===== src/rtl/sb_msg_pkg.sv =====
// rtl/sb_msg_pkg.sv - sideband message tables, field positions and header builder (CP parity under SB_MSG_PARITY_EN)
package sb_msg_pkg;

  typedef enum logic [2:0] {
    SS_PARAM      = 3'd0,
    SS_CAL        = 3'd1,
    SS_REPAIRCLK  = 3'd2,
    SS_REPAIRVAL  = 3'd3,
    SS_REVERSALMB = 3'd4,
    SS_REPAIRMB   = 3'd5
  } substate_e;

  typedef enum logic [1:0] {
    ST_IDLE  = 2'd0,
    ST_BEAT0 = 2'd1,
    ST_BEAT1 = 2'd2,
    ST_GAP   = 2'd3
  } tx_state_e;

  // Wrapper-side message codes; 0 means no message.
  localparam logic [3:0] MSG_NONE      = 4'd0;
  localparam logic [3:0] MSG_DONE_REQ  = 4'd1;
  localparam logic [3:0] MSG_DONE_RESP = 4'd2;
  localparam logic [3:0] MSG_INIT_REQ  = 4'd3;
  localparam logic [3:0] MSG_INIT_RESP = 4'd4;

  localparam logic [7:0] MSGCODE_MBINIT_REQ  = 8'h85;
  localparam logic [7:0] MSGCODE_MBINIT_RESP = 8'h8A;
  localparam logic [4:0] SB_OPCODE_MSG_NODATA = 5'h12;

  // Beat field bit positions.
  localparam int B0_SRCID_LSB   = 29;
  localparam int B0_MSGCODE_LSB = 14;
  localparam int B0_OPCODE_LSB  = 0;
  localparam int B1_DP_BIT      = 31;
  localparam int B1_CP_BIT      = 30;
  localparam int B1_DSTID_LSB   = 24;
  localparam int B1_MSGINFO_LSB = 8;
  localparam int B1_SUBCODE_LSB = 0;

  typedef struct packed {
    logic [7:0] msgcode;
    logic [7:0] subcode;
  } sb_msg_t;

  typedef struct packed {
    logic    hit;
    sb_msg_t msg;
  } lut_entry_t;

  typedef struct packed {
    logic [31:0] beat1;
    logic [31:0] beat0;
  } sb_hdr_t;

  // Each substate has a done subcode and optionally an init subcode; req/resp pick the msgcode.
  function automatic lut_entry_t sb_msg_lookup(input logic [2:0] substate, input logic [3:0] code);
    lut_entry_t e;
    logic       known;
    logic       has_init;
    logic [7:0] done_sub;
    logic [7:0] init_sub;
    e        = '0;
    known    = 1'b1;
    has_init = 1'b1;
    done_sub = 8'h00;
    init_sub = 8'h00;
    case (substate)
      SS_CAL:        begin done_sub = 8'h02; has_init = 1'b0; end
      SS_REPAIRCLK:  begin done_sub = 8'h08; init_sub = 8'h03; end
      SS_REPAIRVAL:  begin done_sub = 8'h0C; init_sub = 8'h09; end
      SS_REVERSALMB: begin done_sub = 8'h10; init_sub = 8'h0E; end
      SS_REPAIRMB:   begin done_sub = 8'h14; init_sub = 8'h11; end
      default:       known = 1'b0;
    endcase
    if (known) begin
      case (code)
        MSG_DONE_REQ:  e = '{hit: 1'b1, msg: '{MSGCODE_MBINIT_REQ, done_sub}};
        MSG_DONE_RESP: e = '{hit: 1'b1, msg: '{MSGCODE_MBINIT_RESP, done_sub}};
        MSG_INIT_REQ:  if (has_init) e = '{hit: 1'b1, msg: '{MSGCODE_MBINIT_REQ, init_sub}};
        MSG_INIT_RESP: if (has_init) e = '{hit: 1'b1, msg: '{MSGCODE_MBINIT_RESP, init_sub}};
        default:       e = '0;
      endcase
    end
    return e;
  endfunction

  // Assemble the two-beat message-without-data header; DP is always 0, msginfo is 0.
  function automatic sb_hdr_t sb_build_header(input logic [2:0] srcid, input logic [2:0] dstid,
                                              input sb_msg_t msg);
    sb_hdr_t h;
    h = '0;
    h.beat0[B0_SRCID_LSB +: 3]   = srcid;
    h.beat0[B0_MSGCODE_LSB +: 8] = msg.msgcode;
    h.beat0[B0_OPCODE_LSB +: 5]  = SB_OPCODE_MSG_NODATA;
    h.beat1[B1_DSTID_LSB +: 3]   = dstid;
    h.beat1[B1_MSGINFO_LSB +: 16] = 16'h0000;
    h.beat1[B1_SUBCODE_LSB +: 8] = msg.subcode;
    h.beat1[B1_DP_BIT]           = 1'b0;
`ifdef SB_MSG_PARITY_EN
    h.beat1[B1_CP_BIT] = ^{h.beat1, h.beat0};
`else
    h.beat1[B1_CP_BIT] = 1'b0;
`endif
    return h;
  endfunction

endpackage


===== src/rtl/sb_msg_lut.sv =====
// rtl/sb_msg_lut.sv - combinational {substate,code} to {hit,msgcode,subcode} lookup
module sb_msg_lut
  import sb_msg_pkg::*;
(
  input  logic [2:0] i_substate,
  input  logic [3:0] i_code,
  output logic       o_hit,
  output logic [7:0] o_msgcode,
  output logic [7:0] o_subcode
);

  // Pure table lookup; a miss returns zeros with o_hit low.
  always_comb begin
    lut_entry_t e;
    e         = sb_msg_lookup(i_substate, i_code);
    o_hit     = e.hit;
    o_msgcode = e.msg.msgcode;
    o_subcode = e.msg.subcode;
  end

endmodule


===== src/rtl/sb_msg_tx_encoder.sv =====
// rtl/sb_msg_tx_encoder.sv - LTSM message code to two-beat sideband header transmitter (CP parity under SB_MSG_PARITY_EN)
module sb_msg_tx_encoder
  import sb_msg_pkg::*;
#(
  parameter logic [2:0] SRCID     = 3'b001,
  parameter logic [2:0] DSTID     = 3'b101,
  parameter int         MAX_STALL = 1024
) (
  input  logic        CLK,
  input  logic        rst,
  input  logic [3:0]  i_TX_SbMessage,
  input  logic        i_msg_valid,
  input  logic [2:0]  i_substate,
  input  logic        i_sb_ready,
  input  logic        i_clr_err,
  output logic [31:0] o_sb_data,
  output logic        o_sb_valid,
  output logic        o_busy,
  output logic        o_falling_edge_busy,
  output logic        o_encode_err,
  output logic        o_drop,
  output logic        o_stall_err
);

  localparam int              CNT_W       = $clog2(MAX_STALL + 1);
  localparam logic [CNT_W-1:0] STALL_LIMIT = CNT_W'(MAX_STALL);

  tx_state_e        state_q, state_d;
  sb_hdr_t          hdr_q, hdr_d;
  logic             pend_v_q, pend_v_d;
  sb_msg_t          pend_q, pend_d;
  logic [CNT_W-1:0] stall_cnt_q, stall_cnt_d;
  logic             stall_err_q, stall_err_d;
  logic             valid_prev_q, valid_prev_d;
  logic [3:0]       last_code_q, last_code_d;
  logic             enc_err_q, enc_err_d;
  logic             drop_q, drop_d;

  logic             lut_hit;
  sb_msg_t          lut_msg;
  logic             req;
  logic             req_ok;
  logic             abort;
  logic [CNT_W-1:0] stall_inc;

  sb_msg_lut u_lut (
    .i_substate (i_substate),
    .i_code     (i_TX_SbMessage),
    .o_hit      (lut_hit),
    .o_msgcode  (lut_msg.msgcode),
    .o_subcode  (lut_msg.subcode)
  );

  // A level-valid only counts as a new request on its rising edge or when the code changes.
  assign req       = i_msg_valid && (i_TX_SbMessage != MSG_NONE) &&
                     (!valid_prev_q || (i_TX_SbMessage != last_code_q));
  assign req_ok    = req && lut_hit;
  assign stall_inc = stall_cnt_q + 1'b1;

  // Next-state: launch/queue/drop decisions, beat sequencing and stall abort.
  always_comb begin
    state_d      = state_q;
    hdr_d        = hdr_q;
    pend_v_d     = pend_v_q;
    pend_d       = pend_q;
    stall_cnt_d  = stall_cnt_q;
    stall_err_d  = stall_err_q && !i_clr_err;
    valid_prev_d = i_msg_valid;
    last_code_d  = req ? i_TX_SbMessage : last_code_q;
    enc_err_d    = req && !lut_hit;
    drop_d       = 1'b0;
    abort        = 1'b0;

    case (state_q)
      ST_IDLE: begin
        stall_cnt_d = '0;
        if (pend_v_q) begin
          // Pending entry goes first; a simultaneous new request takes over the freed slot.
          hdr_d    = sb_build_header(SRCID, DSTID, pend_q);
          state_d  = ST_BEAT0;
          pend_v_d = req_ok;
          if (req_ok) pend_d = lut_msg;
        end else if (req_ok) begin
          hdr_d   = sb_build_header(SRCID, DSTID, lut_msg);
          state_d = ST_BEAT0;
        end
      end
      ST_BEAT0, ST_BEAT1: begin
        if (i_sb_ready) begin
          stall_cnt_d = '0;
          state_d     = (state_q == ST_BEAT0) ? ST_BEAT1 : ST_GAP;
        end else if (stall_inc == STALL_LIMIT) begin
          abort = 1'b1;
        end else begin
          stall_cnt_d = stall_inc;
        end
      end
      ST_GAP: begin
        stall_cnt_d = '0;
        state_d     = ST_IDLE;
      end
      default: state_d = ST_IDLE;
    endcase

    if (abort) begin
      // Abandon the message and anything waiting behind it; no falling-edge pulse.
      state_d     = ST_IDLE;
      stall_cnt_d = '0;
      pend_v_d    = 1'b0;
      stall_err_d = 1'b1;
      drop_d      = req_ok;
    end else if (state_q != ST_IDLE && req_ok) begin
      if (pend_v_q) begin
        drop_d = 1'b1;
      end else begin
        pend_v_d = 1'b1;
        pend_d   = lut_msg;
      end
    end
  end

  // State register with synchronous reset.
  always_ff @(posedge CLK) begin
    if (rst) begin
      state_q      <= ST_IDLE;
      hdr_q        <= '0;
      pend_v_q     <= 1'b0;
      pend_q       <= '0;
      stall_cnt_q  <= '0;
      stall_err_q  <= 1'b0;
      valid_prev_q <= 1'b0;
      last_code_q  <= '0;
      enc_err_q    <= 1'b0;
      drop_q       <= 1'b0;
    end else begin
      state_q      <= state_d;
      hdr_q        <= hdr_d;
      pend_v_q     <= pend_v_d;
      pend_q       <= pend_d;
      stall_cnt_q  <= stall_cnt_d;
      stall_err_q  <= stall_err_d;
      valid_prev_q <= valid_prev_d;
      last_code_q  <= last_code_d;
      enc_err_q    <= enc_err_d;
      drop_q       <= drop_d;
    end
  end

  // Link outputs decode from state; data is zero whenever no beat is offered.
  always_comb begin
    o_sb_valid          = 1'b0;
    o_busy              = 1'b0;
    o_falling_edge_busy = 1'b0;
    o_sb_data           = '0;
    case (state_q)
      ST_BEAT0: begin
        o_sb_valid = 1'b1;
        o_busy     = 1'b1;
        o_sb_data  = hdr_q.beat0;
      end
      ST_BEAT1: begin
        o_sb_valid = 1'b1;
        o_busy     = 1'b1;
        o_sb_data  = hdr_q.beat1;
      end
      ST_GAP:  o_falling_edge_busy = 1'b1;
      default: ;
    endcase
  end

  assign o_encode_err = enc_err_q;
  assign o_drop       = drop_q;
  assign o_stall_err  = stall_err_q;

endmodule


===== config.mk =====
export PLATFORM = sky130hd
export DESIGN_NAME = sb_msg_tx_encoder
export DESIGN_NICKNAME = d
export VERILOG_FILES = /design/src/rtl/sb_msg_pkg.sv /design/src/rtl/sb_msg_lut.sv /design/src/rtl/sb_msg_tx_encoder.sv
export SDC_FILE = /design/constraint.sdc
export NUM_CORES = 1
export LEC_CHECK = 0
export ABC_CLOCK_PERIOD_IN_PS = 2600
export CAP_MARGIN = 20
export CORE_MARGIN = 4
export CORE_UTILIZATION = 35
export CTS_BUF_LIST = sky130_fd_sc_hd__clkbuf_2 sky130_fd_sc_hd__clkbuf_4 sky130_fd_sc_hd__clkbuf_8
export DETAILED_ROUTE_END_ITERATION = 6
export PLACE_DENSITY = 0.55
export SLEW_MARGIN = 20
export SYNTH_ARGS = -nofsm -noshare
export SYNTH_HDL_FRONTEND = slang
export SYNTH_SLANG_ARGS = --single-unit

===== constraint.sdc =====
create_clock -name CLK -period 2.6 [get_ports CLK]
set_clock_uncertainty 0.1 [all_clocks]
set_input_delay 0.26 -clock CLK [delete_from_list [all_inputs] [get_ports CLK]]
set_output_delay 0.26 -clock CLK [all_outputs]
set_load 0.01 [all_outputs]

* Word-level counts from Yosys, hierarchy flattened
Index checks and enable logic that the tools add are counted.
** Word-level totals
- Flip-flop bits (word level) :: 102
- Bits in latches :: 0
- RAM bits :: 0
- Memory bits (read-only) :: 0
- Input bits :: 12
- Word-level logic and storage cells :: 87
- Memories kept :: 0
** Cells by class
- $add $sub $neg :: 1
- Multipliers :: 0
- Divide/modulo/power cells :: 0
- $lt $le $gt $ge :: 0
- Equal/unequal tests :: 17
- Shifts and indexed selects :: 0
- Multiplexer cells :: 37
- Bitwise gates (word level) :: 0
- Reduce and logical (&&, ||, !) cells :: 20
** Operators by type and width (count)
- two-way mux 64 bit :: 2
- two-way mux 16 bit :: 6
- one-hot mux 17 bit (4 select lines) :: 1
- one-hot mux 32 bit (2 select lines) :: 1
- two-way mux 17 bit :: 3
- one-hot mux 5 bit (5 select lines) :: 1
- two-way mux 11 bit :: 2
- one-hot mux 11 bit (2 select lines) :: 1
- one-hot mux 5 bit (4 select lines) :: 1
- two-way mux 1 bit :: 15
- adder 11 x 1 -> 11 bit (second input constant) :: 1
- == test 11 bit (second input constant) :: 1
- == test 4 x 2 -> 1 bit (second input constant) :: 2
- == test 3 x 2 -> 1 bit (second input constant) :: 2
- == test 3 bit (second input constant) :: 2
- logical AND 1 bit :: 6
- two-way mux 2 bit :: 3
- != test 3 bit (second input constant) :: 2
- one-hot mux 2 bit (3 select lines) :: 1
- OR reduction 2 bit :: 3
- OR reduction 5 bit :: 1
- == test 2 bit (second input constant) :: 2
- == test 4 x 1 -> 1 bit (second input constant) :: 1
- == test 4 x 3 -> 1 bit (second input constant) :: 1
- other kinds (10) :: 14

* Longest topological paths before layout
Gate-level depths: netlist of run 1.
- Word-level depth :: 12
- Depth in mapped cells :: 9
- Gate-level depth less buffers :: 7

* Cells and area by module
A second synthesis of run 1 with hierarchy kept.
** Second synthesis, totals
- Cell total of the unflattened synthesis :: 422
- Area, all modules :: 3443.3 sq um
** Modules (own cells, without submodules)
- sb_msg_tx_encoder :: times used 1, cells an instance 366, area an instance 3054.2 sq um
- sb_msg_lut :: times used 1, cells an instance 56, area an instance 389.1 sq um

* Worst setup path after synthesis of run 1
OpenSTA, ideal clock, no wires.
- Kind :: register to register
- Start point :: register stall_cnt_q[0]
- End point :: register stall_cnt_q[5]
- Setup time :: 0.057 ns
- Arrival :: 2.245 ns
- Required time :: 2.443 ns
- Setup slack :: 0.199 ns
- Stages on the path, launching flop included :: 10
- Clock period less this slack :: 2.401 ns
- Cells stage by stage :: dfxtp_1 > ha_1 > and4_1 > nand4_1 > a32oi_1 > nor4bb_1 > buf_2 > or4b_4 > buf_6 > o21ba_4
** On the way
- Cells in the longest elaborated chain, start to end :: 6
** Ends and longest elaborated chain
- start, declared :: line sb_msg_tx_encoder.sv:32 : logic [CNT_W-1:0] stall_cnt_q, stall_cnt_d;
- start signal, assigned :: line sb_msg_tx_encoder.sv:140 : stall_cnt_q <= stall_cnt_d;
- adder 11 x 1 -> 11 bit (*) :: line sb_msg_tx_encoder.sv:58 : assign stall_inc = stall_cnt_q + 1'b1;
- == test 11 bit :: line sb_msg_tx_encoder.sv:92 : end else if (stall_inc == STALL_LIMIT) begin
- two-way mux 1 bit :: line sb_msg_tx_encoder.sv:92
- two-way mux 1 bit :: line sb_msg_tx_encoder.sv:89 : if (i_sb_ready) begin
- two-way mux 1 bit :: line sb_msg_tx_encoder.sv:74 : case (state_q)
- OR reduction 2 bit (no source line)
Mark *: on every way between the ends. The rest lies on a longest branch, timed or not. The select of a mux whose other input is x is not followed.
A chain may end at the register's enable or synchronous reset.

* Worst setup path in the final report of run 1
Same ends and word-level chain as after synthesis.

==> results of run 1 <==
critical path, cell delays in order, from the launching register on:
cell,delay [ns]
sky130_fd_sc_hd__dfxtp_2,0.37
sky130_fd_sc_hd__ha_4,0.16
sky130_fd_sc_hd__buf_4,0.12
sky130_fd_sc_hd__and4_1,0.25
sky130_fd_sc_hd__nand4_1,0.17
sky130_fd_sc_hd__a32oi_2,0.24
sky130_fd_sc_hd__nor4bb_2,0.07
sky130_fd_sc_hd__buf_4,0.18
sky130_fd_sc_hd__or4b_4,0.58
sky130_fd_sc_hd__o21ba_4,0.25
metal layers:
| metal | up-vias | share of wire, % | GRT usage [%] |
|---|---|---|---|
| li1 | 1370 | - | - |
| met2 | 43 | 48 | 24.9 |
| met1 | 1293 | 47 | 20.3 |
| met3 | 8 | 3.3 | 2.29 |
| met5 | - | 0 | 0 |
| met4 | 0 | 1.1 | 4.66 |
registers in the layout, indices dropped and copies added, names as in the netlist:
register	cells
valid_prev_q	1
o_encode_err	1
state_q	2
pend_v_q	1
o_drop	1
stall_cnt_q	11
hdr_q	17
o_stall_err	1
pend_q	16
last_code_q	4
synth_stat cells, types with 6 or more instances:
master | count | share of area, %
sky130_fd_sc_hd__a2111oi_0 | 7 | 2.1
sky130_fd_sc_hd__inv_1 | 12 | 1.5
sky130_fd_sc_hd__nor2b_1 | 9 | 1.9
sky130_fd_sc_hd__a32o_1 | 6 | 2.0
sky130_fd_sc_hd__ha_1 | 6 | 2.5
sky130_fd_sc_hd__nor2_1 | 24 | 3.0
sky130_fd_sc_hd__o21ai_0 | 16 | 2.7
sky130_fd_sc_hd__nand2_1 | 45 | 5.7
sky130_fd_sc_hd__and2_1 | 8 | 1.7
sky130_fd_sc_hd__o32ai_1 | 8 | 2.4
sky130_fd_sc_hd__dfxtp_1 | 55 | 37
sky130_fd_sc_hd__buf_4 | 19 | 4.8
sky130_fd_sc_hd__and3_1 | 7 | 1.5
sky130_fd_sc_hd__a21oi_1 | 21 | 3.5
sky130_fd_sc_hd__clkbuf_1 | 11 | 1.4
sky130_fd_sc_hd__nor3_1 | 12 | 2.0
sky130_fd_sc_hd__xnor2_1 | 7 | 2.1
stage by stage:
stage,instance area (sq um),setup WS [ns]
final,3710,0.0719
after global routing,3710,-0.0192
after CTS,3690,0.0173
after detailed placement,3560,-0.0501
after global placement,3560,-0.0300
after floorplan,3010,0.199
power by group:
part           total (mW)  leakage (nW)  internal [mW]  switching [mW]
registers           0.899         0.447          0.877          0.0222
clock network       0.611        0.0618          0.317           0.294
logic               0.567         0.844          0.233           0.333
area by class of cell:
type	instances	area [sq um]	share of cell area [%]
inverter	13	48.8	1.31
clock inverter	2	38.8	1.04
multi-input combinational	267	1680	45.2
tap	105	131	3.54
timing repair buffer	72	631	17.0
clock buffer	6	82.6	2.22
sequential	55	1100	29.7
final timing paths:
path                            cells after the start  slack [ns]              to
worst max-delay path                                9        0.07  stall_cnt_q[5]
worst min register to register                      2        0.35       hdr_q[21]
worst max register to register                      9        0.07  stall_cnt_q[5]
worst min-delay path                                2        0.35       hdr_q[21]
cell families (layout without fill, tap and decap cells):
logic type / count (synthesis) / after routing / share of synthesized area (%)
buffers and inverters: 48 / 93 / 8.81
adder cells (fa/ha/maj): 7 / 7 / 2.87
other: 1 / 13 / 0.126
XOR/XNOR: 12 / 12 / 3.54
flip-flops: 55 / 55 / 37.1
AO/OA/AOI/OAI: 90 / 90 / 21.9
AND/OR/NAND/NOR: 145 / 145 / 25.6
what timing repair did:
action | in CTS | in global routing
gates resized for setup | 2 | 7
pin swaps | 0 | 1
setup endpoints to repair | 11 | 21
hold endpoints to repair | 0 | 0
==> metrics.txt, run 1 <==
Core Rows 33; total of fill cells in the finished design 820; data arrival time at the worst-slack endpoint 2.70 ns; commonest cells after routing, fill and taps aside 52 x sky130_fd_sc_hd__dfxtp_1, 45 x sky130_fd_sc_hd__nand2_1, 36 x sky130_fd_sc_hd__clkdlybuf4s50_1, 36 x sky130_fd_sc_hd__buf_4, 24 x sky130_fd_sc_hd__nor2_1; antenna-violating nets left 0; leakage power of the design 1.35 nW; area of the mapped netlist 0.00297 sq mm; number of DRC violations after detailed routing 0; post-CTS setup buffer count 0; sum of internal, switching and leakage power 2.08 mW; total wire length 7240 um; number of nets in the finished design 432; total clock sinks 55; RSZ-0062 raised after global routing true; cell count after synthesis 358; cell count after placement 512; final critical path time including I/O delays and setup 2.53 ns; result of the run completed; share of synthesized registers carrying an async set or reset 0%; count of warnings emitted by yosys 0; DRC violation total after the first TritonRoute iteration 118; total CTS buffers 5; number of buffers inserted by hold repair at cts 0; hold wc startpoint hdr_q[21]; count of TritonRoute iterations in the first routing pass 4; effective utilization at floorplan 36.1%; number of vias per cell 5.22; number of buffer cells added on primary ports 36; Power Density 559 mW/mm^2; All-Layer GR Usage 15.1%; vertical die dimension 100 um; Final GP Congestion 0.794; number of violations of the max-capacitance limit 0; Worst Hold Class register to register; diodes inserted 0; Max Fanout on Critical Path 11; Hold Slack 0.349 ns; maximum buffer depth of the clock tree 2; maximum number of pins on one net before global-route repair 18; fraction of final layout cells with drive strength greater than 1 14.9%; Final setup violation count 0; number of max-slew violations in the final report 0; Synth Flop Type sky130_fd_sc_hd__dfxtp_1; Slew Limit Headroom 67.8%; transition time at the pin with the least slew margin 0.471 ns; master cell of the clock root buffer sky130_fd_sc_hd__clkbuf_8; kind of end point of the critical path register; count of endpoints failing hold in the final timing report 0; H-tree Lvls 2; commonest non-fill, non-tap cell in the layout sky130_fd_sc_hd__dfxtp_1; Worst setup SP type register; initial antenna violation count 0; crit path launch stall_cnt_q[0]; post-route non-filler standard cell count 520; Yosys reg bits 55; worst-skew pair later-pin latency 0.32 ns; maximum vdd ir drop 0.325 mV; core region area 0.00822 sq mm; WP data required 2.77 ns; IO Count 50; sum of negative setup slack 0 ns; wire length of the first global-routing pass 12400 um; die footprint 0.0100 sq mm; CTS tree built; placed wire-length estimate after detailed placement 5310 um; startpoint of the worst register-to-register path stall_cnt_q[0]; overall die width 100 um; share of the clock period used by the worst path 97.2%; overall via count from detail_route 2714; type of the worst setup path register to register; sequential-to-total area share from yosys stat 37.1%; final standard cell utilization of the core 45.2%; relative area change from synthesis to final layout 25.2%; via count of the first global-routing pass 2537; mean post-synth cell area 8.29 sq um; number of enable-type register cells in the synthesized netlist 0; number of distinct library cell variants in the gate-level netlist after synthesis 60; residual overflow from global routing 0; WL/cell 13.9 um; Achievable Freq 0.396 GHz; clock-pin slew on the worst setup and hold paths 0.11 ns
No activity file was read; power rests on OpenSTA's default activity.
==> inputs of run 2 (changes only) <==
SKIP_CTS_REPAIR_TIMING = 1   (was default)
==> metrics.txt, run 2 (same netlist as run 1, synthesis figures left out) <==
core region area 0.00822 sq mm; largest register by flop count hdr_q; delay contributed by the slowest stage of the critical path 0.55 ns; data arrival time at the worst-slack endpoint 2.68 ns; maximum vdd ir drop 0.326 mV; number of violations of the max-capacitance limit 0; most used cell along the critical path sky130_fd_sc_hd__buf_4; number of vias per cell 5.21; total clock sinks 55; WL/cell 14.1 um; number of max-slew violations in the final report 0; overall via count from detail_route 2715; path depth of the worst reg2reg path 9; via count of the first global-routing pass 2540; number of buffer cells added on primary ports 36; initial antenna violation count 0; clock-pin slew on the worst setup and hold paths 0.11 ns; DRC violation total after the first TritonRoute iteration 125; placed wire-length estimate after detailed placement 5310 um; placed inst area 0.00356 sq mm; post-layout instance area 0.00373 sq mm; worst reg-to-reg setup slack 0.09 ns; maximum number of pins on one net before global-route repair 18; count of TritonRoute iterations in the first routing pass 4; commonest cells after routing, fill and taps aside 52 x sky130_fd_sc_hd__dfxtp_1, 45 x sky130_fd_sc_hd__nand2_1, 36 x sky130_fd_sc_hd__clkdlybuf4s50_1, 36 x sky130_fd_sc_hd__buf_4, 24 x sky130_fd_sc_hd__nor2_1; diodes inserted 0; number of DRC violations after detailed routing 0; number of nets in the finished design 433; leakage power of the design 1.36 nW; registers with the most flip-flops hdr_q (17), pend_q (16), stall_cnt_q (11); transition time at the pin with the least slew margin 0.494 ns; relative area change from synthesis to final layout 25.9%; WP data required 2.77 ns; Achievable Freq 0.399 GHz; vertical die dimension 100 um; antenna-violating nets left 0; master cell of the clock root buffer sky130_fd_sc_hd__clkbuf_8; Slew Limit Headroom 66.2%; total of fill cells in the finished design 820; startpoint of the worst register-to-register path stall_cnt_q[0]; result of the run completed; H-tree Lvls 2; count of endpoints failing hold in the final timing report 0; max FFs per register 17; Critical Path Slowest Stage Cell sky130_fd_sc_hd__or4b_4; worst path cell trace ha_4, buf_4, and4_1, nand4_1, a32oi_2, nor4bb_2, buf_4, or4b_4, o21ba_4; type of the worst setup path register to register; maximum buffer depth of the clock tree 2; CTS tree built; fraction of final layout cells with drive strength greater than 1 15.4%; commonest non-fill, non-tap cell in the layout sky130_fd_sc_hd__dfxtp_1; kind of end point of the critical path register; capturing point of the worst reg2reg path stall_cnt_q[5]; worst-skew pair later-pin latency 0.32 ns; All-Layer GR Usage 15.1%; die footprint 0.0100 sq mm; share of the clock period used by the worst path 96.4%; sum of internal, switching and leakage power 2.09 mW; wire length of the first global-routing pass 12400 um; worst-case hold path end point hdr_q[21]; hold wc startpoint hdr_q[21]; Worst Hold Class register to register; hold-critical path depth 2; IO Count 50; total wire length 7340 um; effective utilization at floorplan 36.1%; Core Rows 33; final critical path time including I/O delays and setup 2.51 ns; Final setup violation count 0; residual overflow from global routing 0; total CTS buffers 5; overall die width 100 um; Final GP Congestion 0.794; Worst setup SP type register; Power Density 559 mW/mm^2; Max Fanout on Critical Path 8
-- run 2: stage by stage --
step	hold WS, ns	util (%)	cells	TNS [ns]	setup WS, ns
floorplan	0.288	-	370	0	0.199
global placement	0.333	43.3	512	-0.0460	-0.0300
detailed placement	0.336	43.3	512	-0.281	-0.0501
CTS	0.352	44.8	520	-0.250	-0.0451
global route	0.378	45.4	521	-0.0188	-0.0105
finish	0.348	45.4	521	0	0.0934
-- run 2: how the worst max path moves through the flow --
stage,start,cells after the start,end,slack (ns)
6_report,stall_cnt_q[0],9,stall_cnt_q[5],0.09
5_1_grt,stall_cnt_q[0],9,stall_cnt_q[5],-0.01
4_1_cts,stall_cnt_q[0],7,pend_q[9],-0.05
3_5_place_dp,i_TX_SbMessage[1],7,pend_q[4],-0.05
3_3_place_gp,i_TX_SbMessage[2],8,hdr_q[36],-0.03
2_1_floorplan,stall_cnt_q[0],9,stall_cnt_q[5],0.20
-- run 2: layout make-up --
cell class	count	area, sq um	share of cell area, %
Multi-Input combinational cell	268	1700	45.4
Sequential cell	55	1100	29.6
Timing Repair Buffer	72	631	16.9
Tap cell	105	131	3.52
Clock buffer	6	82.6	2.21
Inverter	13	48.8	1.31
Clock inverter	2	38.8	1.04
-- run 2: routing by layer --
metal	vias to the layer above	wire [um]	GRT usage, %
li1	1375	-	-
met1	1291	3480	20.3
met2	40	3530	24.9
met3	9	250	2.29
met4	0	76	4.66
met5	-	0	0
-- run 2: report_power, final --
part | total, mW | switching (mW) | internal, mW | leakage, nW
Sequential | 0.899 | 0.0219 | 0.877 | 0.447
Clock | 0.610 | 0.293 | 0.317 | 0.0618
Combinational | 0.578 | 0.339 | 0.239 | 0.849
Total | 2.09 | 0.654 | 1.43 | 1.36
-- run 2: worst max-delay path: cells and delay by family (launching register included) --
kind / cells / cell delay, ns
buffers and inverters: 2 / 0.30
and+or+nand+nor: 4 / 1.05
DFF: 1 / 0.37
AOI/OAI and AO/OA: 2 / 0.50
adders and majority gates: 1 / 0.16
